### src/rtl/uart_pkg.sv
`default_nettype none
// ============================================================================
//  Module   : uart_pkg
//  Purpose  : Shared UART definitions (FSM encoding, frame geometry, parity
//             helper) used by both the receive and transmit paths.
//  Revision : 1.0 - initial release
// ============================================================================
package uart_pkg;

  typedef logic [2:0] state_t;

  localparam state_t ST_IDLE   = 3'd0;
  localparam state_t ST_START  = 3'd1;
  localparam state_t ST_DATA   = 3'd2;
  localparam state_t ST_PARITY = 3'd3;
  localparam state_t ST_STOP   = 3'd4;
  localparam state_t ST_DONE   = 3'd5;

  localparam int   DATA_BITS   = 8;
  localparam logic PARITY_EVEN = 1'b1;

  // Expected parity bit for a data byte under the configured parity sense.
  function automatic logic parity_of(input logic [DATA_BITS-1:0] d);
    return PARITY_EVEN ? (^d) : ~(^d);
  endfunction

endpackage : uart_pkg
`default_nettype wire

### src/rtl/uart_rx_fsm.sv
`default_nettype none
// ============================================================================
//  Module   : uart_rx_fsm
//  Purpose  : Receive sequencer. Owns the state register, bit index and bit
//             timer, and emits one-cycle strobes at each mid-bit sample point.
//  Revision : 1.0 - initial release
// ============================================================================
module uart_rx_fsm
  import uart_pkg::*;
#(
  parameter int BAUD_RATE = 5210
) (
  input  logic clk,
  input  logic rst,
  input  logic rx_s,
  input  logic start_edge,
  output logic sample_data,
  output logic sample_parity,
  output logic sample_stop,
  output logic done
);

  localparam int             TW   = (BAUD_RATE > 1) ? $clog2(BAUD_RATE) : 1;
  localparam logic [TW-1:0]  HALF = TW'(BAUD_RATE / 2);
  localparam logic [TW-1:0]  LAST = TW'(BAUD_RATE - 1);
  localparam logic [TW-1:0]  ONE  = TW'(1);

  state_t        state;
  logic [TW-1:0] timer;
  logic [2:0]    idx;
  logic          at_half;
  logic          at_last;

  assign at_half = (timer == HALF);
  assign at_last = (timer == LAST);

  // Sequencing: the timer is zero on every state entry, so the first sample
  // lands at start+half and each later one a full bit period after that.
  always_ff @(posedge clk) begin
    if (rst) begin
      state <= ST_IDLE;
      timer <= '0;
      idx   <= '0;
    end else begin
      case (state)
        ST_IDLE: begin
          timer <= '0;
          idx   <= '0;
          if (start_edge) state <= ST_START;
        end
        ST_START: begin
          if (at_half) begin
            timer <= '0;
            // Line back high at mid-start means it was a glitch.
            state <= rx_s ? ST_IDLE : ST_DATA;
          end else begin
            timer <= timer + ONE;
          end
        end
        ST_DATA: begin
          if (at_last) begin
            timer <= '0;
            if (idx == 3'd7) state <= ST_PARITY;
            else             idx   <= idx + 3'd1;
          end else begin
            timer <= timer + ONE;
          end
        end
        ST_PARITY: begin
          if (at_last) begin
            timer <= '0;
            state <= ST_STOP;
          end else begin
            timer <= timer + ONE;
          end
        end
        ST_STOP: begin
          if (at_last) begin
            timer <= '0;
            state <= ST_DONE;
          end else begin
            timer <= timer + ONE;
          end
        end
        ST_DONE: begin
          timer <= '0;
          state <= ST_IDLE;
        end
        default: begin
          timer <= '0;
          idx   <= '0;
          state <= ST_IDLE;
        end
      endcase
    end
  end

  assign sample_data   = (state == ST_DATA)   && at_last;
  assign sample_parity = (state == ST_PARITY) && at_last;
  assign sample_stop   = (state == ST_STOP)   && at_last;
  assign done          = (state == ST_DONE);

endmodule : uart_rx_fsm
`default_nettype wire

### src/rtl/uart_rx.sv
`default_nettype none
// ============================================================================
//  Module   : uart_rx
//  Purpose  : 8E1 UART receiver. Synchronises the serial line, shifts in data
//             LSB first, and presents the byte with sticky status flags.
//  Revision : 1.0 - initial release
// ============================================================================
module uart_rx
  import uart_pkg::*;
#(
  parameter int BAUD_RATE = 5210
) (
  input  logic                 clk,
  input  logic                 rst,
  input  logic                 serial_in,
  input  logic                 rx_clear,
  output logic [DATA_BITS-1:0] rx_data,
  output logic                 rx_ready,
  output logic                 parity_error,
  output logic                 framing_error,
  output logic                 overrun
);

  logic                 sync1;
  logic                 rx_s;
  logic                 rx_d;
  logic [2:0]           fill;
  logic                 start_edge;
  logic [DATA_BITS-1:0] shift;
  logic                 parity_bit;
  logic                 stop_bit;
  logic                 sample_data;
  logic                 sample_parity;
  logic                 sample_stop;
  logic                 done;

  // Two-flop synchroniser plus one delay stage for edge detection. The fill
  // chain marks when rx_d holds a genuine line sample, so the preset-high
  // flops cannot fake a falling edge on a line that is low out of reset.
  always_ff @(posedge clk) begin
    if (rst) begin
      sync1 <= 1'b1;
      rx_s  <= 1'b1;
      rx_d  <= 1'b1;
      fill  <= '0;
    end else begin
      sync1 <= serial_in;
      rx_s  <= sync1;
      rx_d  <= rx_s;
      fill  <= {fill[1:0], 1'b1};
    end
  end

  assign start_edge = fill[2] & rx_d & ~rx_s;

  uart_rx_fsm #(
    .BAUD_RATE (BAUD_RATE)
  ) u_fsm (
    .clk           (clk),
    .rst           (rst),
    .rx_s          (rx_s),
    .start_edge    (start_edge),
    .sample_data   (sample_data),
    .sample_parity (sample_parity),
    .sample_stop   (sample_stop),
    .done          (done)
  );

  // Capture mid-bit samples: data shifts in from the top so bit 0 ends at LSB.
  always_ff @(posedge clk) begin
    if (rst) begin
      shift      <= '0;
      parity_bit <= 1'b0;
      stop_bit   <= 1'b0;
    end else begin
      if (sample_data)   shift      <= {rx_s, shift[DATA_BITS-1:1]};
      if (sample_parity) parity_bit <= rx_s;
      if (sample_stop)   stop_bit   <= rx_s;
    end
  end

  // Holding register and sticky flags; a completing frame takes priority
  // over a simultaneous clear so its status is never lost.
  always_ff @(posedge clk) begin
    if (rst) begin
      rx_data       <= '0;
      rx_ready      <= 1'b0;
      parity_error  <= 1'b0;
      framing_error <= 1'b0;
      overrun       <= 1'b0;
    end else if (done) begin
      rx_data       <= shift;
      rx_ready      <= 1'b1;
      parity_error  <= (parity_bit != parity_of(shift));
      framing_error <= ~stop_bit;
      overrun       <= rx_ready;
    end else if (rx_clear) begin
      rx_ready      <= 1'b0;
      parity_error  <= 1'b0;
      framing_error <= 1'b0;
      overrun       <= 1'b0;
    end
  end

endmodule : uart_rx
`default_nettype wire

### config.mk
export PLATFORM = sky130hd
export DESIGN_NAME = uart_rx
export DESIGN_NICKNAME = d
export VERILOG_FILES = /design/src/rtl/uart_pkg.sv /design/src/rtl/uart_rx_fsm.sv /design/src/rtl/uart_rx.sv
export SDC_FILE = /design/constraint.sdc
export NUM_CORES = 1
export LEC_CHECK = 0
export BUFFER_PORTS_ARGS = -buffer_cell sky130_fd_sc_hd__buf_2
export CAP_MARGIN = 5
export CORE_MARGIN = 5
export CORE_UTILIZATION = 45
export CTS_BUF_LIST = sky130_fd_sc_hd__clkbuf_4 sky130_fd_sc_hd__clkbuf_8
export DETAILED_ROUTE_END_ITERATION = 8
export SYNTH_ARGS = -nofsm -noshare
export SYNTH_HDL_FRONTEND = slang
export SYNTH_SLANG_ARGS = --single-unit
### constraint.sdc
create_clock -name clk -period 2.4 [get_ports clk]
set_input_delay 0 -clock clk [delete_from_list [all_inputs] [get_ports clk]]
set_output_delay 0 -clock clk [all_outputs]
set_load 0.05 [all_outputs]
==> results of run 1 <==
-- kinds of logic after synthesis --
kind of cell | synth area share
mux | 0.0512
simple gates | 0.245
compound gates | 0.0853
buf+inv | 0.0310
flops | 0.475
xor+xnor | 0.0866
fa+ha+maj | 0.0253
-- cell usage after synthesis (all sizes together) (2+ instances only) --
cell | count | area share
a21oi | 14 | 0.035
a22o | 2 | 0.0089
a31oi | 2 | 0.0063
and2 | 2 | 0.0063
and3 | 4 | 0.013
and3b | 2 | 0.0089
and4 | 2 | 0.0089
buf | 4 | 0.016
clkbuf | 5 | 0.0095
dfxtp | 47 | 0.48
ha | 4 | 0.025
inv | 3 | 0.0057
mux2i | 9 | 0.046
nand2 | 30 | 0.057
nand3 | 7 | 0.020
nand4 | 2 | 0.0063
nor2 | 33 | 0.063
nor2b | 3 | 0.0095
nor3b | 3 | 0.011
o21ai | 3 | 0.0076
o311ai | 2 | 0.013
or2 | 4 | 0.013
xnor2 | 9 | 0.040
xor2 | 8 | 0.035
-- power by group --
group          internal (mW)  switching [mW]  leakage (nW)
clock                  0.203           0.259        0.0402
combinational         0.0180          0.0294         0.471
sequential             0.787         0.00799         0.380
-- critical path: stages, from the launching register on --
cell,delay (ns)
dfxtp_1,0.40
ha_1,0.16
nor3b_1,0.28
and4_1,0.36
nand3_2,0.32
nor3_4,0.29
mux2_1,0.15
-- metal layers --
metal	track usage	vias to the layer above	share of wire
li1	-	755	-
met1	0.151	622	0.47
met2	0.208	17	0.47
met3	0.0390	6	0.042
met4	0.0612	0	0.019
met5	0	-	0
-- registers in the layout (all words and copies together) (netlist names), 3 cells and up --
| signal | flops |
|---|---|
| shift | 8 |
| fill | 3 |
| u_fsm.state | 3 |
| u_fsm.idx | 3 |
| u_fsm.timer | 13 |
| rx_data | 8 |
-- worst max-delay path by stage --
stage	endpoint	slack, ns
6_report	u_fsm.idx[0]$_SDFFE_PP0P_	0.38
4_1_cts	u_fsm.idx[0]$_SDFFE_PP0P_	0.35
2_1_floorplan	u_fsm.timer[8]$_SDFF_PP0_	0.64
5_1_grt	u_fsm.idx[0]$_SDFFE_PP0P_	0.22
3_3_place_gp	u_fsm.idx[0]$_SDFFE_PP0P_	0.46
3_5_place_dp	u_fsm.idx[0]$_SDFFE_PP0P_	0.38
-- stage by stage --
step | hold slack (ns) | utilization | worst slack (ns) | power (mW)
after floorplan | 0.100 | - | 0.637 | 0.847
after global routing | 0.0245 | 0.503 | 0.217 | 1.38
final | 0.0208 | 0.503 | 0.383 | 1.30
after global placement | 0.184 | 0.480 | 0.465 | 0.860
after CTS | 0.00869 | 0.503 | 0.351 | 1.33
after detailed placement | 0.186 | 0.480 | 0.376 | 0.860
-- cell type report --
| class | instances | area, sq um | area share |
|---|---|---|---|
| Clock buffer | 5 | 68.8 | 0.0316 |
| Sequential cell | 47 | 941 | 0.432 |
| Tap cell | 52 | 65.1 | 0.0299 |
| Clock inverter | 3 | 20.0 | 0.00920 |
| Multi-Input combinational cell | 156 | 977 | 0.449 |
| Inverter | 3 | 11.3 | 0.00518 |
| Timing Repair Buffer | 17 | 92.6 | 0.0426 |
==> results.txt, run 1 <==
The number of gates resized after cts is 0. The type of the worst setup path is flip-flop to flip-flop. The number of DRC markers after the initial detailed-route iteration came out at 47.

In the synthesized netlist the dominant register cell turns out to be dfxtp_1. In this run the vertical extent of the chip is between 70 and 80 um. The worst reg2reg path depth is 6. The via count of the routed design is between 1000 and 1500. The clock insertion delay at the later pin of the skew report came out at approximately 0.30 ns. The count of port buffers added during placement is 15.

The share of post-route cells with drive strength above 1 is 0.143. The largest vdd supply drop came out at 0.296 mV. The worst hold path was traced through 4 stages. The number of global-route vias before repair came out at ~1300. The clock input transition at the sequential cells of the worst setup and hold paths is 0.08 ns.

STA puts the critical path data required time at between 2 and 3 ns. The actual transition at the worst max-transition pin came out at around 0.58 ns. The weighted congestion at the end of routability-driven global placement is 0.749. Leaving out fill and tap cells, the most frequent cell in the layout is dfxtp_1.

The analysis attributes to cell leakage a power of a little under 0.9 nW. The total congestion overflow is 0. Max-cap violations in this run came to 0. Clock tree synthesis inserted a total of 5 buffers. The kind of end point of the critical path is a flip-flop. The boundary pin count came out at 16. The floorplan step defined a core boundary enclosing 0.00432 sq mm. Between clock sinks in the finished design, the worst skew comes to roughly 0.009 ns. The share of synthesized flip-flops with an asynchronous set or reset came out at 0. The number of warning messages in the yosys log is 0. The worst hold-check path type is input port to flip-flop. The detailed placement HPWL is 2370 um. The area growth from synthesis to final layout came out at 9.92%. The die area is 0.00582 sq mm. The overall die width came out at 76.3 um. The top cell types in the final layout, fill and taps aside, are dfxtp_1 (47), nor2_1 (33), nand2_1 (30). The antenna cell count came out at 0. The worst register-to-register path begins at u_fsm.timer[0]$_SDFF_PP0_. For this run, the total global-route usage over all layers was measured as 0.127. The synthesized design contains 0 enable-type register cells.

The largest driver fanout on the critical path came out at 9. Of the synthesized area, sequential elements account for 0.475. The global-route wire length before repair is 6210 um.

The critical path starts at u_fsm.timer[0]$_SDFF_PP0_. The final max-slew violation count is 0. The number of failing setup endpoints in the final timing report came out at 0. The upper clock frequency limit came out at 496 MHz. The final antenna-violating net count is 0. Setup repair after global routing left no endpoint under its margin. The placed instances occupy a cell area of 0.00208 sq mm.

The maximum number of pins on one net before global-route repair is 33. The layout has about 430 filler cells. The clock tree from TritonCTS is built. The worst hold path begins at rx_clear.

The headroom to the max-slew limit is 0.616. The synthesized area came out at 0.00198 sq mm. The number of standard cells in the final layout excluding fillers is 283.

After synthesis the netlist holds a flip-flop and latch count of 47. The unique cell type count in the Yosys netlist came out at 39. Summed over all failing endpoints, the final setup total negative slack is 0 ns. The run finished with clean final reports. The number of hold violations in the final report came out at 0. The endpoint of the lowest-slack register-to-register path is u_fsm.idx[0]$_SDFFE_PP0P_. The tree is rooted in a clkbuf_8. In the final design database the tool counted 238 nets. The worst hold path terminates at parity_error$_SDFFE_PP0P_.

The routed via count divided by cell count is between 4 and 5. Each instance of the synthesized netlist takes up on average 9.21 sq um. For the worst setup path, the data arrival time is 2.26 ns. The number of DRC violations after detailed routing is 0. The average wire per cell in the routed design came out at 11.8 um. The aggregate routed wire length is 3350 um.

The deepest clock path buffer count is 2. The power density normalized to cell area is 599 mW/mm^2. The number of cells in the design after placement came out at 274. Dividing the final minimum period by the clock period gives 0.840.

The count of TritonRoute iterations in the first routing pass is 4. The minimum clock period after layout is 2.02 ns. The count of standard-cell rows came out at 24. The buffer count from post-CTS setup fixing is 0. The register-to-register path setup slack came out at ~0.38 ns. Once layout is done, the placed cells without fillers occupy 0.00218 sq mm. The gate count after technology mapping came out at 215.

Buffers inserted to repair hold after CTS numbered 1. The net count after synthesis came out at 223. The initial standard-cell utilization of the core is 0.458.

The deepest level of the CTS H-tree came out at 2. The initial antenna violation count is 0. The worst setup path is launched from a flip-flop. The total clock sinks is 47.
Power figures use the tool's default switching activity.
==> run 2: changes to the inputs <==
==> constraint.sdc (replaced) <==
create_clock -name clk -period 1.9 [get_ports clk]
set_input_delay 0 -clock clk [delete_from_list [all_inputs] [get_ports clk]]
set_output_delay 0 -clock clk [all_outputs]
set_load 0.05 [all_outputs]
==> results.txt, run 2 (synthesis results as in run 1) <==
The run finished with clean final reports. The root buffer cell chosen for the clock tree is clkbuf_8. In the final layout, the share of cells above drive strength 1 is 0.166. The top cell types in the final layout, fill and taps aside, are dfxtp_1 (47), nor2_1 (33), nand2_1 (30). After floorplanning, the core was divided into 24 placement rows. The startpoint identified for the worst register-to-register timing path is u_fsm.timer[1]$_SDFF_PP0_. The power consumption came out at 1.65 mW. After detailed routing, the number of remaining DRC violations is 0. The deepest level of the CTS H-tree is 2. The placed instances occupy a cell area of 0.00211 sq mm.

The largest registers in the layout are u_fsm.timer: 13 flops, rx_data: 8 flops, shift: 8 flops. The number of hold violations in the final report came out at 0. The number of cells in the design after placement came out at 278. Summing all non-filler instances in the final layout gives an area of 0.00221 sq mm. The final max-slew violation count came out at 0. Port buffering added 15 buffers. The number of global-route vias before repair is 1370.

The number of standard cells in the final layout excluding fillers came out at 287. The setup slack after layout is approximately 0.13 ns. The weighted congestion at the end of routability-driven global placement is 0.825. Power spread over the standard cell area amounts to 748 mW/mm^2. The clock input transition at the sequential cells of the worst setup and hold paths is ~0.090 ns.

The maximum number of pins on one net before global-route repair is 18. The overall die width is approximately 76 um. From bottom edge to top edge, the die measures 76.3 um. The headroom to the max-slew limit came out at 0.691. The initial antenna violation count came out at 0. Timing analysis after detailed placement gives a worst setup slack of -0.00179 ns. More flip-flops sit in one register than any other, and that register is u_fsm.timer. The number of DRC markers after the initial detailed-route iteration is 58. The via count of the routed design came out at 1437. The final clock skew came out at 0.00756 ns. After the last flow step, the layout net total stands at 242. The final antenna-violating net count came out at 0. The detailed placement HPWL is 2430 um.

The largest vdd supply drop is just under 0.5 mV. The actual transition at the worst max-transition pin came out at 0.462 ns. The number of failing setup endpoints in the final timing report came out at 0. The deepest clock path buffer count came out at 2. The die covers ~0.0058 sq mm.

The pre-antenna-repair detailed-routing pass consisted of 4 iterations. The routed via count divided by cell count came out at between 5 and 6. The average wire per cell in the routed design is roughly 12 um. The antenna cell count came out at 0. The part of the cycle the worst path needs came out at 0.929.

The tree built by TritonCTS fans out to 47 sinks. The buffer count from post-CTS setup fixing came out at 0. The upper clock frequency limit came out at ~570 MHz. The reported leakage power is 0.916 nW. The routed design has around 3400 um of wire. The global-route wire length before repair came out at 5980 um. TritonCTS built the clock tree. The commonest non-fill, non-tap cell in the layout is dfxtp_1. In this run the critical register-to-register path is captured at u_fsm.timer[3]$_SDFF_PP0_. The worst reg2reg path depth came out at 8. The largest driver fanout on the critical path is 13. The clock insertion delay at the later pin of the skew report came out at just under 0.3 ns. The post-route core utilization is 0.512. The critical path ends at u_fsm.timer[3]$_SDFF_PP0_. The tool flagged a number of max-cap violations equal to 0. The area growth from synthesis to final layout came out at 11.8%. The initial standard-cell utilization of the core is 0.458. The combined global-route utilization of all metal layers came out at 0.121.

The critical path in this run is classified as flip-flop to flip-flop. At the worst endpoint, the arrival time is 1.95 ns. The final total negative setup slack came out at 0 ns. The register-to-register path setup slack is 0.13 ns. The register with the most flip-flops in the layout has 13 of them.

The tightest min-delay check is of the input port to flip-flop type. The kind of end point of the critical path is a flip-flop. Buffers inserted during clock tree synthesis total 5. The total congestion overflow is 0. The required time of the critical path is 2.08 ns. Setup repair after global routing left no endpoint under its margin. The worst setup path is launched from a flip-flop.

The boundary pin count came out at 16. The area of the core came out at approximately 0.0043 sq mm. On the final layout, the worst hold slack is 0.0310 ns. Tracing the worst setup path back leads to its startpoint at u_fsm.timer[1]$_SDFF_PP0_. The minimum clock period after layout is approximately 1.8 ns.
-- run 2: worst min-delay path by stage --
stage	from	to	slack, ns	cells past startpoint
global placement	serial_in	sync1$_SDFF_PP1_	0.18	2
CTS	rx_clear	parity_error$_SDFFE_PP0P_	0.02	4
global route	rx_clear	overrun$_SDFFE_PP0P_	0.05	4
detailed placement	serial_in	sync1$_SDFF_PP1_	0.19	2
floorplan	rst	fill[0]$_DFF_P_	0.10	1
finish	rx_clear	parity_error$_SDFFE_PP0P_	0.03	4
-- run 2: cell type report --
type	instances	area (sq um)
timing repair buffer	21	123
clock buffer	5	68.8
inverter	3	11.3
multi-input combinational	156	983
clock inverter	3	20.0
tap	52	65.1
sequential	47	941
fill	420	2110
-- run 2: layer usage --
metal	routed length, um	global-route usage	vias up
li1	-	-	759
met1	1640	0.145	657
met2	1610	0.210	19
met3	127	0.0390	2
met4	19	0.0262	0
met5	0	0	-
-- run 2: report_power, final --
part / internal [mW] / total [mW] / switching [mW]
clock: 0.256 / 0.586 / 0.329
sequential: 0.994 / 1.00 / 0.00899
combinational: 0.0264 / 0.0657 / 0.0393
total: 1.28 / 1.65 / 0.378
-- run 2: repair_timing --
item / CTS / global route
setup endpoints to repair: 14 / 0
hold buffers: 1 / 0
endpoints found under the hold margin: 1 / 0
gates resized for setup: 2 / 0
-- run 2: worst max-delay path, cell delays in order (launching register included) --
cell      delay, ns
dfxtp_1        0.34
inv_1          0.06
ha_1           0.14
nor3b_2        0.22
and4_1         0.29
nor2_1         0.08
o311ai_2       0.24
buf_4          0.23
nor2_1         0.07
==> run 3: changes to the inputs <==
--- a/config.mk
+++ b/config.mk
@@ -8,9 +8,11 @@
 export BUFFER_PORTS_ARGS = -buffer_cell sky130_fd_sc_hd__buf_2
 export CAP_MARGIN = 5
 export CORE_MARGIN = 5
-export CORE_UTILIZATION = 45
+export CORE_UTILIZATION = 60
 export CTS_BUF_LIST = sky130_fd_sc_hd__clkbuf_4 sky130_fd_sc_hd__clkbuf_8
 export DETAILED_ROUTE_END_ITERATION = 8
+export PLACE_DENSITY = 0.8
+export RECOVER_POWER = 25
 export SYNTH_ARGS = -nofsm -noshare
 export SYNTH_HDL_FRONTEND = slang
 export SYNTH_SLANG_ARGS = --single-unit
==> results.txt, run 3 (synthesis results as in run 1) <==
The flow ran to the end, and the final reports show no timing, DRC or antenna violations. In this run the register-to-register setup slack is around 0.14 ns. In this run the critical register-to-register path is launched from u_fsm.timer[1]$_SDFF_PP0_. Clock tree synthesis found a total of 47 sinks. The number of hold violations in the final report is 0. The region available for standard cell placement spans a little over 0.003 sq mm. The height of the die came out at 67.4 um.

The tightest hold path in the finished design has a slack of about 0.097 ns. The maximum number of pins on one net before global-route repair is 33. The number of flip-flops in the largest register is 13. The area used by multi-input combinational logic came out at 983 sq um.

The number of DRC violations after detailed routing came out at 0. TritonCTS built the clock tree. The combined global-route utilization of all metal layers is 0.179. In this run the remaining antenna-violating nets after routing total 0.

The aggregate routed wire length is 3600 um. The minimum clock period after layout came out at 1.76 ns. In this run the core area contains 20 standard-cell rows. The clock input transition at the sequential cells of the worst setup and hold paths came out at 0.13 ns. The number of global-route vias before repair came to 1432. Measured against its own limit, the worst slew margin works out to 0.593. The number of DRC markers after the initial detailed-route iteration is 100. In this run the worst path has a maximum fanout of 13. The area taken by flip-flops and latches came out at 941 sq um. In the final layout, the registers with the most flip-flops are u_fsm.timer: 13 flops, rx_data: 8 flops, shift: 8 flops. The final max-slew violation count is 0. The worst reg2reg path depth is 8. The via count of the routed design came out at between 1000 and 1500. The global-route wire length before repair came out at 6150 um. The actual transition at the worst max-transition pin is 0.613 ns.

The library cell used most frequently in the layout, excluding fill and tap cells, is dfxtp_1. Setup violations remaining at the end of the flow were counted as 0. In the layout the commonest cells are dfxtp_1 (47), nor2_1 (33), nand2_1 (30).

The area growth from synthesis to final layout came out at 9.29%. The initial antenna violation count came out at 0. The required time of the critical path is 2.15 ns.

The post-route core utilization came out at 0.697. Before antenna repair, the detailed router went through 4 iterations. The die area came out at ~0.0045 sq mm. After detailed routing, the number of vias per cell comes to roughly 5.4. The number of clock buffers inserted by TritonCTS came out at 5. The count of buffers added on input and output ports is 15. Setup repair after global routing left no endpoint under its margin.

The critical path arrival is 2.01 ns. The final total negative setup slack came out at 0 ns. Following the worst setup path forward leads to its endpoint at u_fsm.timer[0]$_SDFF_PP0_. u_fsm.timer holds more flip-flops than any other register. The power consumption came out at 1.53 mW. The reported max-cap violation count is 0. The deepest clock path buffer count came out at 2. The endpoint of the lowest-slack register-to-register path is u_fsm.timer[0]$_SDFF_PP0_. For this configuration, the core starts out at a cell density of 0.638. Timing would allow up to between 500 and 600 MHz.

The analysis attributes to cell leakage a power of 0.872 nW. The critical path startpoint category is a flip-flop. The clock root buffer master is clkbuf_4. STA classifies the critical path endpoint as a flip-flop. The share of post-route cells with drive strength above 1 came out at 0.128. The worst hold-check path type is input port to flip-flop. The antenna cell count came out at 0. The boundary pin count is 16. The congestion estimate from routability-driven global placement came to approximately 0.87. The total congestion overflow is 0. The power density normalized to cell area came out at 706 mW/mm^2. The clock insertion delay at the later pin of the skew report is ~0.36 ns. The final clock skew is roughly 0.015 ns.

The deepest level of the CTS H-tree is 2. In the finished design, the share of the clock period the worst path needs comes to 0.926. VDD sags by at most between 0.6 and 0.7 mV. The detailed placement HPWL is 2600 um. Fill cells in the final layout number roughly 250.

The average wire per cell in the routed design is ~13 um. Measured along the x axis, the die boundary spans 67.4 um. The critical path is of the flip-flop to flip-flop type. The most critical setup path has its startpoint at u_fsm.timer[1]$_SDFF_PP0_. The number of nets at the end of the flow came out at 242.
[run 3: cell count changes in the layout (fill, tap and decap cells not counted), sizes merged]
cell	before	now
clkinvlp	2	1
clkbuf	5	14
buf	20	11
dlygate4sd3	1	2
[run 3: what timing repair did]
item | 4_1_cts | 5_1_grt
setup endpoints to repair | 0 | 22
gates resized for setup | 0 | 2
buffers inserted | 0 | 0
hold endpoints to repair | 5 | 0
hold buffers | 2 | 0
[run 3: power breakdown]
part	switching, mW	leakage, nW	total (mW)	internal, mW
logic	0.0402	0.460	0.0666	0.0264
registers	0.00873	0.380	1.00	0.995
clock network	0.299	0.0317	0.456	0.157
total	0.348	0.872	1.53	1.18
[run 3: critical path, cell delays in order, from the launching register on]
cell	delay (ns)
dfxtp_1	0.36
inv_1	0.06
ha_1	0.13
nor3b_2	0.22
and4_2	0.29
nor2_1	0.06
o311ai_2	0.24
buf_4	0.23
nor2_1	0.06
[run 3: how the worst min path moves through the flow]
| stage | startpoint | to | slack, ns | cells past startpoint |
|---|---|---|---|---|
| detailed placement | serial_in | sync1$_SDFF_PP1_ | 0.19 | 2 |
| CTS | rst | shift[5]$_SDFFE_PP0P_ | 0.08 | 2 |
| global placement | serial_in | sync1$_SDFF_PP1_ | 0.18 | 2 |
| finish | rst | shift[5]$_SDFFE_PP0P_ | 0.1 | 2 |
| floorplan | rst | fill[0]$_DFF_P_ | 0.10 | 1 |
| global route | rst | rx_ready$_SDFFE_PP0P_ | 0.11 | 2 |
[run 3: routing by layer]
metal | global-route usage | up-vias | routed length [um] | share of wire
li1 | - | 761 | - | -
met1 | 0.212 | 698 | 1760 | 0.49
met2 | 0.308 | 31 | 1640 | 0.45
met3 | 0.0549 | 5 | 157 | 0.044
met4 | 0.0608 | 0 | 40 | 0.011
met5 | 0 | - | 0 | 0
[run 3: final cells by class]
| type | instances | share of cell area |
|---|---|---|
| Clock buffer | 6 | 0.0208 |
| Clock inverter | 2 | 0.00578 |
| Inverter | 3 | 0.00521 |
| Multi-Input combinational cell | 156 | 0.455 |
| Sequential cell | 47 | 0.435 |
| Tap cell | 44 | 0.0254 |
| Timing Repair Buffer | 21 | 0.0532 |
[run 3: per-stage QoR]
stage	cells	setup WS, ns	instance area [sq um]
after floorplan	215	0.137	1980
after global placement	269	0.172	2090
after detailed placement	269	0.0438	2090
after CTS	279	0.0390	2170
after global routing	279	0.0199	2160
final	279	0.140	2160
